$ cat config.mk
export PLATFORM = sky130hd
export DESIGN_NAME = rr_bus_arbiter
export DESIGN_NICKNAME = d
export VERILOG_FILES = /design/src/rtl/rr_bus_arbiter.sv
export SDC_FILE = /design/constraint.sdc
export NUM_CORES = 1
export LEC_CHECK = 0
export CORE_MARGIN = 2
export CORE_UTILIZATION = 25
export DETAILED_ROUTE_END_ITERATION = 8
export PLACE_DENSITY_LB_ADDON = 0.25
export SYNTH_ARGS = -nofsm -noshare
export SYNTH_HDL_FRONTEND = slang
export SYNTH_SLANG_ARGS = --single-unit
$ cat constraint.sdc
create_clock -name clk_i -period 3.8 [get_ports clk_i]
set_input_delay 1.14 -clock clk_i [delete_from_list [all_inputs] [get_ports clk_i]]
set_output_delay 1.14 -clock clk_i [all_outputs]
set_load 0.01 [all_outputs]
$ cat src/rtl/rr_bus_arbiter.sv
// rr_bus_arbiter: round-robin arbiter giving four requesters turns on one
// shared 32-bit resource. It drives the mux4_32 select, runs a valid/ready
// handshake with the resource, and aborts transactions via a watchdog.
module rr_bus_arbiter #(
  parameter int TIMEOUT = 15,
  parameter int CNT_W   = 4
) (
  input  logic       clk_i,
  input  logic       rst_ni,
  input  logic [3:0] req_i,
  input  logic       mem_ready_i,
  output logic [3:0] gnt_o,
  output logic [1:0] sel_o,
  output logic       mem_valid_o,
  output logic [3:0] ack_o,
  output logic       timeout_err_o,
  output logic       busy_o
);

  typedef enum logic {
    IDLE,
    BUSY
  } state_e;

  localparam logic [CNT_W-1:0] CntLast = CNT_W'(TIMEOUT - 1);

  state_e           state_q, state_d;
  logic [1:0]       ptr_q, ptr_d;
  logic [CNT_W-1:0] cnt_q, cnt_d;
  logic [3:0]       gnt_q, gnt_d;
  logic [1:0]       sel_q, sel_d;
  logic             mem_valid_q, mem_valid_d;
  logic [3:0]       ack_q, ack_d;
  logic             timeout_err_q, timeout_err_d;

  logic [3:0] eligible;
  logic [1:0] candIdx;
  logic [1:0] winIdx;
  logic       winFound;

  // Pick the first eligible requester starting at ptr; the one being acked
  // right now is masked so its still-high registered request is not re-served.
  always_comb begin
    eligible = req_i & ~ack_q;
    candIdx  = '0;
    winIdx   = ptr_q;
    winFound = 1'b0;
    for (int i = 3; i >= 0; i--) begin
      candIdx = ptr_q + 2'(i);
      if (eligible[candIdx]) begin
        winIdx   = candIdx;
        winFound = 1'b1;
      end
    end
  end

  // Next-state logic: arbitrate in IDLE, wait for ready or watchdog in BUSY.
  always_comb begin
    state_d       = state_q;
    ptr_d         = ptr_q;
    cnt_d         = cnt_q;
    gnt_d         = gnt_q;
    sel_d         = sel_q;
    mem_valid_d   = mem_valid_q;
    ack_d         = 4'b0000;
    timeout_err_d = 1'b0;
    case (state_q)
      IDLE: begin
        if (winFound) begin
          gnt_d       = 4'b0001 << winIdx;
          sel_d       = winIdx;
          mem_valid_d = 1'b1;
          cnt_d       = '0;
          state_d     = BUSY;
        end
      end
      BUSY: begin
        if (mem_ready_i) begin
          ack_d       = 4'b0001 << sel_q;
          gnt_d       = 4'b0000;
          mem_valid_d = 1'b0;
          ptr_d       = sel_q + 2'd1;
          state_d     = IDLE;
        end else if (cnt_q == CntLast) begin
          timeout_err_d = 1'b1;
          gnt_d         = 4'b0000;
          mem_valid_d   = 1'b0;
          ptr_d         = sel_q + 2'd1;
          state_d       = IDLE;
        end else begin
          cnt_d = cnt_q + CNT_W'(1);
        end
      end
      default: begin
        state_d = IDLE;
      end
    endcase
  end

  // State and output registers, cleared immediately by reset.
  always_ff @(posedge clk_i or negedge rst_ni) begin
    if (!rst_ni) begin
      state_q       <= IDLE;
      ptr_q         <= 2'd0;
      cnt_q         <= '0;
      gnt_q         <= 4'b0000;
      sel_q         <= 2'd0;
      mem_valid_q   <= 1'b0;
      ack_q         <= 4'b0000;
      timeout_err_q <= 1'b0;
    end else begin
      state_q       <= state_d;
      ptr_q         <= ptr_d;
      cnt_q         <= cnt_d;
      gnt_q         <= gnt_d;
      sel_q         <= sel_d;
      mem_valid_q   <= mem_valid_d;
      ack_q         <= ack_d;
      timeout_err_q <= timeout_err_d;
    end
  end

  assign gnt_o         = gnt_q;
  assign sel_o         = sel_q;
  assign mem_valid_o   = mem_valid_q;
  assign busy_o        = mem_valid_q;
  assign ack_o         = ack_q;
  assign timeout_err_o = timeout_err_q;

endmodule

After elaboration in Yosys (flattened, before gate mapping)
Index checks and enable logic that the tools add are counted.
- magnitude comparators: 4
- reductions and logical operators: 5
- bitwise gates (word level): 3
- add/subtract/negate cells: 5
- eq/ne operators: 5
- muxes and demuxes: 39
- multipliers: 0
- div/mod/pow operators: 0
- shifts and indexed selects: 2
- operator list (operator ; count):
    $mux 4 ; 8
    $mux 1 ; 17
    $pmux 4 s2 ; 2
    $lt 2x3->1 const B ; 4
    $mux 2 ; 6
    $bmux 1 s2 ; 4
    $shl 1x2->4 const A ; 2
    $ne 2x2->1 const B ; 3
    $reduce_and 2->1 ; 3
    $add 2x1->2 const B ; 2
    $add 2x2->2 const B ; 2
    $add 4x1->4 const B ; 1
    $and 4x4->4 ; 1
    $eq 4x4->1 const B ; 1
    $not 4->4 ; 1
    $pmux 1 s2 ; 2
    $ne 3x2->1 const B ; 1
    $reduce_and 3->1 ; 1
    $reduce_bool 2->1 ; 1
    $not 1->1 ; 1
- register bits: 19
- memories: 0
- latch bits: 0
- input bits: 7
- ROM bits: 0
- logic and storage cells: 71
- output and inout port bits: 13
- memory bits (writable): 0

Depth between registers and ports, before layout
Gate-level depths: netlist of the first run.
- depth in word-level cells: 11
- gate-level depth with buffers: 7
- depth with buffers taken out: 7

Worst setup path after synthesis of the first run
No wires, ideal clock.
- kind: input to register
- start: input req_i[3]
- end: register gnt_q[0], in the netlist gnt_o[0]
- setup time: 0.122 ns
- arrival: 2.045 ns
- setup slack: 1.634 ns
- stages: 5
- buffers on the path: 0
- cell sequence: nor2b_4 a21oi_2 o21bai_1 a221o_1 a32o_1
- cells in the longest elaborated chain, start to end: 10
- RTL lines (item ; RTL line ; source):
    start, declared ; 10 ; input logic [3:0] req_i,
    $and 4x4->4 * ; 44 ; eligible = req_i & ~ack_q;
    $bmux 1 s2 ; 50 ; if (eligible[candIdx]) begin
    $mux 1 (not written as such) ; 50 ;
    $mux 2 (4 in series) ; 50 ;
    $shl 1x2->4 ; 70 ; gnt_d = 4'b0001 << winIdx;
    $mux 4 ; 69 ; if (winFound) begin
    $pmux 4 s2 ; 67 ; case (state_q)
    end signal, assigned ; 115 ; gnt_q <= gnt_d;
    end, declared ; 30 ; logic [3:0] gnt_q, gnt_d;
Mark *: on every way between the ends. The rest lies on a longest branch, timed or not. The select of a mux whose other input is x is not followed.
A chain may end at the register's enable or synchronous reset.

Worst setup path after layout of the first run
- start: input req_i[3]
- end: register gnt_q[3], in the netlist gnt_o[3]
Same word-level chain as after synthesis.

==> results.toml, run 1 <==
[logic_synthesis]
post_synth.cell_area_avg_um2 = 10.58
synth_common_cells = "dfrtp_1, nand2_1, inv_1, o21ai_1"
syn-cell-area_um2 = 973.4
synth_edf_count = 0
synth-seq-area-share = 0.4884
yosys_warnings = 0
synth_top_area_frac = 0.4884
synth_area_leaders = "dfrtp_1, ha_1, and3_1"
synthCells = 92
syn_nets = 105
synth_cell_types = 34
yosys_most_used_dff = "dfrtp_1"
synth-seq-cells = 19
synthArstFlopShare = 1.000
post-synth-top-count-cell = "dfrtp_1"
synth_area_leader_cell = "dfrtp_1"

[place]
post-place-ws_ns = 1.029
placed_area_um2 = 1202
io_buffers = 19
dp_hpwl_um = 1496
gp_congestion = 0.6460

[clock_network]
cts_tree = "yes"
cts_setup_buffers = 0
clock-root-buffer = "clkbuf_8"
clockBufferDepth = 2
htree_levels = 1
cts_resized = 0
cts_sinks = 19
hold_buffers = 0
clkTransAtPathRegs_ns = 0.07
insertion_delay_ns = 0.25
cts_made_buffers = 3

[final_layout]
multiInputGateArea_um2 = 450.4
n_fill_cell = 391
num-nets-final = 125
syn2layout_area_growth_pct = 28.15
final_layout_size_suffix_gt1_frac = 0.08108
n_antenna_cell = 0
fin_area_um2 = 1247
seqCellArea_um2 = 475.5

[sta]
fin_crit_sh = 0.6617
setup_ws_ns = 1.286
rsz0062_at_grt = "false"
finalSetupViolations = 0
fmax_mhz = 397.7
skew_ns = 0.003178
max_slew_margin = 0.4253
max_slew.worst_pin.slew_ns = 0.8594
drv_slew = 0
finalCriticalPeriod_ns = 2.514
finalSetupTns_ns = 0
hold_viol_final = 0

[detailed_routing]
vias = 743
drc_errors = 0
drt_iter0_markers = 31
vias_per_cell = 4.673
antenna_left = 0
avgRoutedWirePerCell_um = 12.85
drt_pre_antenna_iters = 4
routed_wl_um = 2043

[pwr]
power_density_nw_per_um2 = 574.0
vdd_ir_drop_max_mv = 0.1330
fin_total_pwr_mw = 0.7160
p_leak_nw = 0.5604

[critical_path]
worstSetupStartpointType = "input port"
r2r_slack_ns = 2.07
r2r_cells = 7
critical-path-top-delay-family = "compound AO/OA/AOI/OAI gates"
reg2reg_to = "cnt_q[2]"
r2r-start = "cnt_q[0]"
end_kind = "register"
path_cells = "clkdlybuf4s50_1 -> nor2b_4 -> a21oi_2 -> o21bai_1 -> a221o_1 -> o32ai_1"
cp.required_ns = 3.95
critPathBufInv = 1
slowest_stage = "clkdlybuf4s50_1"
crit_type = "input port to register"
cp_max_fo = 5
cp_data_arrival_time_ns = 2.67
cpPeakStageDelay_ns = 0.48

[global_route]
antenna_found_initial = 0
overflow = 0
grt_pass1_vias = 784
grt_max_degree = 20
grt_pass1_wl_um = 3546
grtUsageTotal = 0.1096

[floorplan]
ios = 20
core_area_um2 = 3716
die_area_um2 = 4409
rows = 22
die_x_um = 66.40
initial_core_util = 0.2620
die_h_um = 66.40

[min_path]
hold_path_depth = 1
min-delay-start = "gnt_o[0]"
whs_endpoint = "gnt_o[0]"
hp-class = "register to register"

[outcome]
status = "completed"

[flow_run]
max_cap_violations = 0
## through the flow
step / instances / utilization / hold slack [ns]
floorplan: 92 / - / 0.4842
CTS: 159 / 0.3357 / 0.5256
global route: 159 / 0.3357 / 0.5404
detailed placement: 155 / 0.3236 / 0.5033
global placement: 155 / 0.3236 / 0.4994
finish: 159 / 0.3357 / 0.5165
## power by group
part           total (mW)  leakage [nW]  internal (mW)  switching (mW)
combinational       0.261         0.291          0.141           0.120
clock               0.140        0.0228         0.0745          0.0660
sequential          0.314         0.246          0.254          0.0602
total               0.716         0.560          0.470           0.246
## final cells by class
class,count,share of cell area
flip-flops and latches,19,0.3811
multi-input cells,62,0.3611
repair buffers,19,0.1525
well taps,48,0.04814
clock buffers,4,0.03611
inverters,7,0.02106
## registers in the layout, summed over array words and instances (netlist names)
signal / cells
busy_o: 1
sel_o: 2
timeout_err_o: 1
gnt_o: 4
state_q: 1
cnt_q: 4
ptr_q: 2
ack_o: 4
## cell usage in the layout, fill, tap and decap left out, drive strengths merged
cell type      instances
inv                    7
and3                   6
o21bai                 1
nand3                  2
o211ai                 2
nand2b                 5
o32ai                  2
a2bb2oi                1
nor2b                  2
dfrtp                 19
ha                     6
mux2                   1
clkbuf                 4
and2                   1
nand3b                 1
o21a                   1
nor2                   3
a221o                  1
a32o                   2
nor3b                  1
o21ai                  8
xor2                   2
o22ai                  2
a21oi                  1
nand4                  1
o22a                   1
nand2                  8
a22oi                  1
clkdlybuf4s50         19
## layer usage
metal  wire length, um  track usage  vias to the layer above  part of all wire
met5                 0            0                        -                 0
met1               910       0.1307                      355              0.45
met3                68      0.01533                        7             0.033
met2               993       0.1838                       18              0.49
li1                  -            -                      363                 -
met4                71      0.06888                        0             0.035
## worst max path at each step
stage,start,cells past startpoint,to,slack [ns]
2_1_floorplan,req_i[3],5,gnt_o[0],1.63
3_3_place_gp,req_i[3],6,gnt_o[3],1.05
3_5_place_dp,req_i[3],6,gnt_o[3],1.03
4_1_cts,req_i[1],6,gnt_o[2],1.27
5_1_grt,req_i[1],6,gnt_o[2],1.15
6_report,req_i[3],6,gnt_o[3],1.29
## cell families (layout without fill, tap and decap cells)
| logic type | Yosys count | count (layout) | synth area share |
|---|---|---|---|
| AO/OA/AOI/OAI | 23 | 23 | 0.1735 |
| XOR/XNOR | 2 | 2 | 0.01800 |
| adder cells (fa/ha/maj) | 6 | 6 | 0.07712 |
| buffers and inverters | 11 | 30 | 0.04885 |
| flip-flops | 19 | 19 | 0.4884 |
| multiplexers | 1 | 1 | 0.01157 |
| AND/OR/NAND/NOR | 30 | 30 | 0.1825 |
No activity file was read; power rests on OpenSTA's default activity.
==> run 2, diff against run 1 <==
- clock period: 3.8 -> 2.5 ns (I/O delays scaled with it)
==> run 2 against run 1 <==
Global-route usage shrank 0.27 points; sequential power grew 53%; critical path depth is the same; clock skew grew 0.0017 ns; non-clock buffer count grew 2; cell area grew 1.2%; core utilization grew 0.40 points; first-iteration DRC count shrank 6.5%; critical path type unchanged.
==> results.toml, run 2 (synthesized netlist as in run 1, its figures left out) <==
[outcome]
status = "completed"

[sta]
finalSetupTns_ns = 0
finalCriticalPeriod_ns = 2.121
max_slew_margin = 0.7560
drv_slew = 0
rsz0062_at_grt = "false"
timing.hold.ws_ns = 0.5004
finalSetupViolations = 0
max_slew.worst_pin.slew_ns = 0.3659
hold_viol_final = 0
fmax_mhz = 471.6
skew_ns = 0.004902
fin_crit_sh = 0.8483

[floorplan]
rows = 22
ios = 20
initial_core_util = 0.2620
die_h_um = 66.40
core_area_um2 = 3716
die_area_um2 = 4409
die_x_um = 66.40

[critical_path]
worstSetupStartpointType = "input port"
slowest_stage = "clkdlybuf4s50_1"
r2r_slack_ns = 0.81
cp_data_arrival_time_ns = 2.27
path_cells = "clkdlybuf4s50_1 -> nor2b_4 -> a21oi_2 -> o21bai_1 -> a221o_1 -> o32ai_1"
reg2reg_to = "cnt_q[2]"
crit_type = "input port to register"
cpPeakStageDelay_ns = 0.48
cp_max_fo = 5
critPathBufInv = 1
critical-path-top-delay-family = "compound AO/OA/AOI/OAI gates"
r2r_cells = 7
end_kind = "register"
cp.required_ns = 2.65
r2r-start = "cnt_q[0]"

[detailed_routing]
routed_wl_um = 1977
vias_per_cell = 4.602
drc_errors = 0
drt_pre_antenna_iters = 3
avgRoutedWirePerCell_um = 12.28
drt_iter0_markers = 29
vias = 741
antenna_left = 0

[final_layout]
fin_cells = 161
final_layout_size_suffix_gt1_frac = 0.09735
num-nets-final = 127
n_antenna_cell = 0
n_fill_cell = 389
layout_common_cells = "dfrtp_1, clkdlybuf4s50_1, nand2_1"
multiInputGateArea_um2 = 450.4
syn2layout_area_growth_pct = 29.69
seqCellArea_um2 = 475.5

[flow_run]
max_cap_violations = 0

[global_route]
overflow = 0
grt_pass1_wl_um = 3470
antenna_found_initial = 0
grt_pass1_vias = 751
grtUsageTotal = 0.1070
grt_max_degree = 20

[min_path]
hp-class = "register to register"
whs_endpoint = "gnt_o[2]"
hold_path_depth = 1
min-delay-start = "gnt_o[2]"

[pwr]
seqPwrFrac = 0.440
internal_power_mw = 0.7183
pwr-share-comb = 0.366
vdd_ir_drop_max_mv = 0.1967
p_clk_frac = 0.194
power_density_nw_per_um2 = 862.1
p_leak_nw = 0.5698
fin_total_pwr_mw = 1.088
netSwitchingFraction = 0.3400
p_switching_mw = 0.3701

[clock_network]
clockBufferDepth = 2
clkTransAtPathRegs_ns = 0.06
hold_buffers = 0
cts_resized = 0
cts_setup_buffers = 0
cts_tree = "yes"
insertion_delay_ns = 0.26
clock-root-buffer = "clkbuf_8"
cts_made_buffers = 3
htree_levels = 1
cts_sinks = 19

[place]
dp_hpwl_um = 1474
gp_congestion = 0.6296
placed_cells = 157
io_buffers = 19
run 2: cell types whose count changed in the layout (fill, tap and decap cells not counted), sizes merged:
cell and delta:
buf +2
run 2: power groups by stage:
stage	Sequential (mW)	Clock (mW)	Combinational, mW
floorplan	0.473	0	0.230
global placement	0.483	0	0.397
detailed placement	0.487	0	0.403
CTS	0.482	0.221	0.404
global route	0.497	0.240	0.443
finish	0.479	0.211	0.398
run 2: cell type report:
cell class | count | share of cell area
clock buffer | 4 | 0.03568
tap | 48 | 0.04757
multi-input combinational | 62 | 0.3568
inverter | 7 | 0.02081
sequential | 19 | 0.3766
timing repair buffer | 21 | 0.1625
run 2: through the flow:
stage | util | area (um^2) | worst slack (ns)
final | 0.3397 | 1262 | 0.3793
after global routing | 0.3397 | 1262 | 0.2729
after CTS | 0.3397 | 1262 | 0.3925
after detailed placement | 0.3276 | 1217 | 0.1142
after global placement | 0.3276 | 1217 | 0.1655
after floorplan | - | 973.4 | 0.7237
run 2: layer usage:
metal / vias to the layer above / wire, um / GRT usage
met4: 0 / 63 / 0.07653
met1: 355 / 902 / 0.1238
met2: 16 / 944 / 0.1775
li1: 365 / - / -
met5: - / 0 / 0
met3: 5 / 66 / 0.01704
run 2: worst max-delay path by stage:
stage / startpoint / end / cells after the start
after detailed placement: req_i[3] / gnt_o[3] / 6
final: req_i[3] / gnt_o[3] / 6
after floorplan: req_i[3] / gnt_o[0] / 5
after global placement: req_i[3] / gnt_o[0] / 6
after global routing: req_i[3] / gnt_o[3] / 6
after CTS: req_i[3] / gnt_o[3] / 6
run 2: worst reg2reg max path, cell delays in order (launching register included):
cell and delay (ns):
dfrtp_1 0.41, inv_1 0.06, ha_1 0.20, and3_1 0.19, o21ai_2 0.31, o211ai_1 0.19, xor2_1 0.16, nor2_1 0.05
==> run 3, diff against run 2 <==
- clock period: 2.5 -> 2.15 ns (I/O delays scaled with it)
==> run 3 against run 2 <==
Critical path depth unchanged; wire length decreased by 3.3%; sequential cell count unchanged; clock power increased by 17%; global-route usage decreased by 0.36 points; first-iteration DRC count increased by 24%; non-clock buffer count increased by 5; final cell count increased by 3.1%; combinational power increased by 20%; die area unchanged; clock-buffer cell count decreased by 1; setup slack got worse by 0.23 ns; largest power group unchanged.
==> results.toml, run 3 (synthesized netlist as in run 1, its figures left out) <==
[pwr]
p_leak_nw = 0.5958
vdd_ir_drop_max_mv = 0.2249
power_density_nw_per_um2 = 982.1

[sta]
max_slew_margin = 0.7897
max_slew.worst_pin.slew_ns = 0.3154
rsz0062_at_grt = "false"
finalCriticalPeriod_ns = 2.000
finalSetupTns_ns = 0
fin_crit_sh = 0.9304
finalSetupViolations = 0
drv_slew = 0
skew_ns = 0.003325
setup_ws_ns = 0.1496
fmax_mhz = 499.9
hold_viol_final = 0

[final_layout]
layout_common_cells = "dfrtp_1, clkdlybuf4s50_1, nand2_1"
final_layout_size_suffix_gt1_frac = 0.1441
fin_cells = 166
syn2layout_area_growth_pct = 33.68
num-nets-final = 132
n_antenna_cell = 0
fin_util = 0.3502

[clock_network]
cts_made_buffers = 3
hold_buffers = 0
cts_tree = "yes"
cts_setup_buffers = 0
htree_levels = 1
insertion_delay_ns = 0.26
cts_resized = 0
clock-root-buffer = "clkbuf_8"
clkTransAtPathRegs_ns = 0.07
clockBufferDepth = 2
cts_sinks = 19

[critical_path]
path_cells = "clkdlybuf4s50_1 -> nor2b_4 -> a21oi_2 -> o21bai_1 -> a221o_1 -> o32ai_1"
critical-path-top-delay-family = "compound AO/OA/AOI/OAI gates"
cpPeakStageDelay_ns = 0.48
worstSetupStartpointType = "input port"
critPathBufInv = 1
cp.required_ns = 2.30
crit_type = "input port to register"
end_kind = "register"
cp_max_fo = 5
slowest_stage = "clkdlybuf4s50_1"
cp_data_arrival_time_ns = 2.15

[global_route]
antenna_found_initial = 0
grt_max_degree = 20
grt_pass1_vias = 766
grt_pass1_wl_um = 3408
grtUsageTotal = 0.1034
overflow = 0

[outcome]
status = "completed"

[detailed_routing]
vias_per_cell = 4.572
antenna_left = 0
drt_iter0_markers = 36
avgRoutedWirePerCell_um = 11.51
drc_errors = 0
drt_pre_antenna_iters = 4
vias = 759
routed_wl_um = 1911

[floorplan]
die_area_um2 = 4409
ios = 20
die_x_um = 66.40
core_area_um2 = 3716
initial_core_util = 0.2620
rows = 22
die_h_um = 66.40

[flow_run]
max_cap_violations = 0

[place]
placed_cells = 162
dp_hpwl_um = 1453
gp_congestion = 0.6635
io_buffers = 19
post-place-ws_ns = -0.09383

[min_path]
hp-class = "register to register"
run 3: cell count changes in the layout (fill, tap and decap cells not counted), sizes merged:
cell,previous run,this run
buf,2,7
clkbuf,4,3
clkinv,0,1
run 3: routing by layer:
metal	GRT usage	wire length (um)	vias up
met1	0.1279	884	360
li1	-	-	376
met3	0.01533	67	5
met4	0.06888	56	0
met5	0	0	-
met2	0.1650	903	18
run 3: area by class of cell:
class	count	area, um^2
Sequential cell	19	475.5
Inverter	7	26.28
Tap cell	48	60.06
Timing Repair Buffer	26	242.7
Fill cell	387	2415
Clock inverter	1	5.005
Clock buffer	3	41.29
Multi-Input combinational cell	62	450.4
run 3: final timing paths:
path	startpoint	to	slack (ns)	cells after the start
setup / recovery	req_i[3]	gnt_o[3]	0.15	6
max in group asynchronous	rst_ni	gnt_o[1]	1.23	2
hold / removal	gnt_o[2]	gnt_o[2]	0.50	1
hold reg to reg	gnt_o[2]	gnt_o[2]	0.50	1
setup reg to reg	cnt_q[0]	gnt_o[2]	0.52	7
min in group asynchronous	rst_ni	state_q	0.72	2
run 3: where the power goes:
group	switching, mW	internal (mW)	leakage, nW	total (mW)
clock	0.118	0.129	0.0255	0.247
combinational	0.211	0.267	0.324	0.478
sequential	0.105	0.449	0.246	0.554
run 3: per-stage QoR:
step,hold slack [ns],power (mW),area [um^2]
after floorplan,0.3494,0.8171,973.4
after global placement,0.4948,1.033,1255
after detailed placement,0.4885,1.045,1255
after CTS,0.5066,1.299,1301
after global routing,0.5160,1.376,1301
final,0.4988,1.278,1301
run 3: worst reg2reg max path, stage by stage, from the launching register on:
cell and delay [ns]:
dfrtp_1 0.40, inv_1 0.06, ha_1 0.21, and3_1 0.19, o21ai_2 0.27, buf_4 0.18, and2_1 0.14, a32o_1 0.12
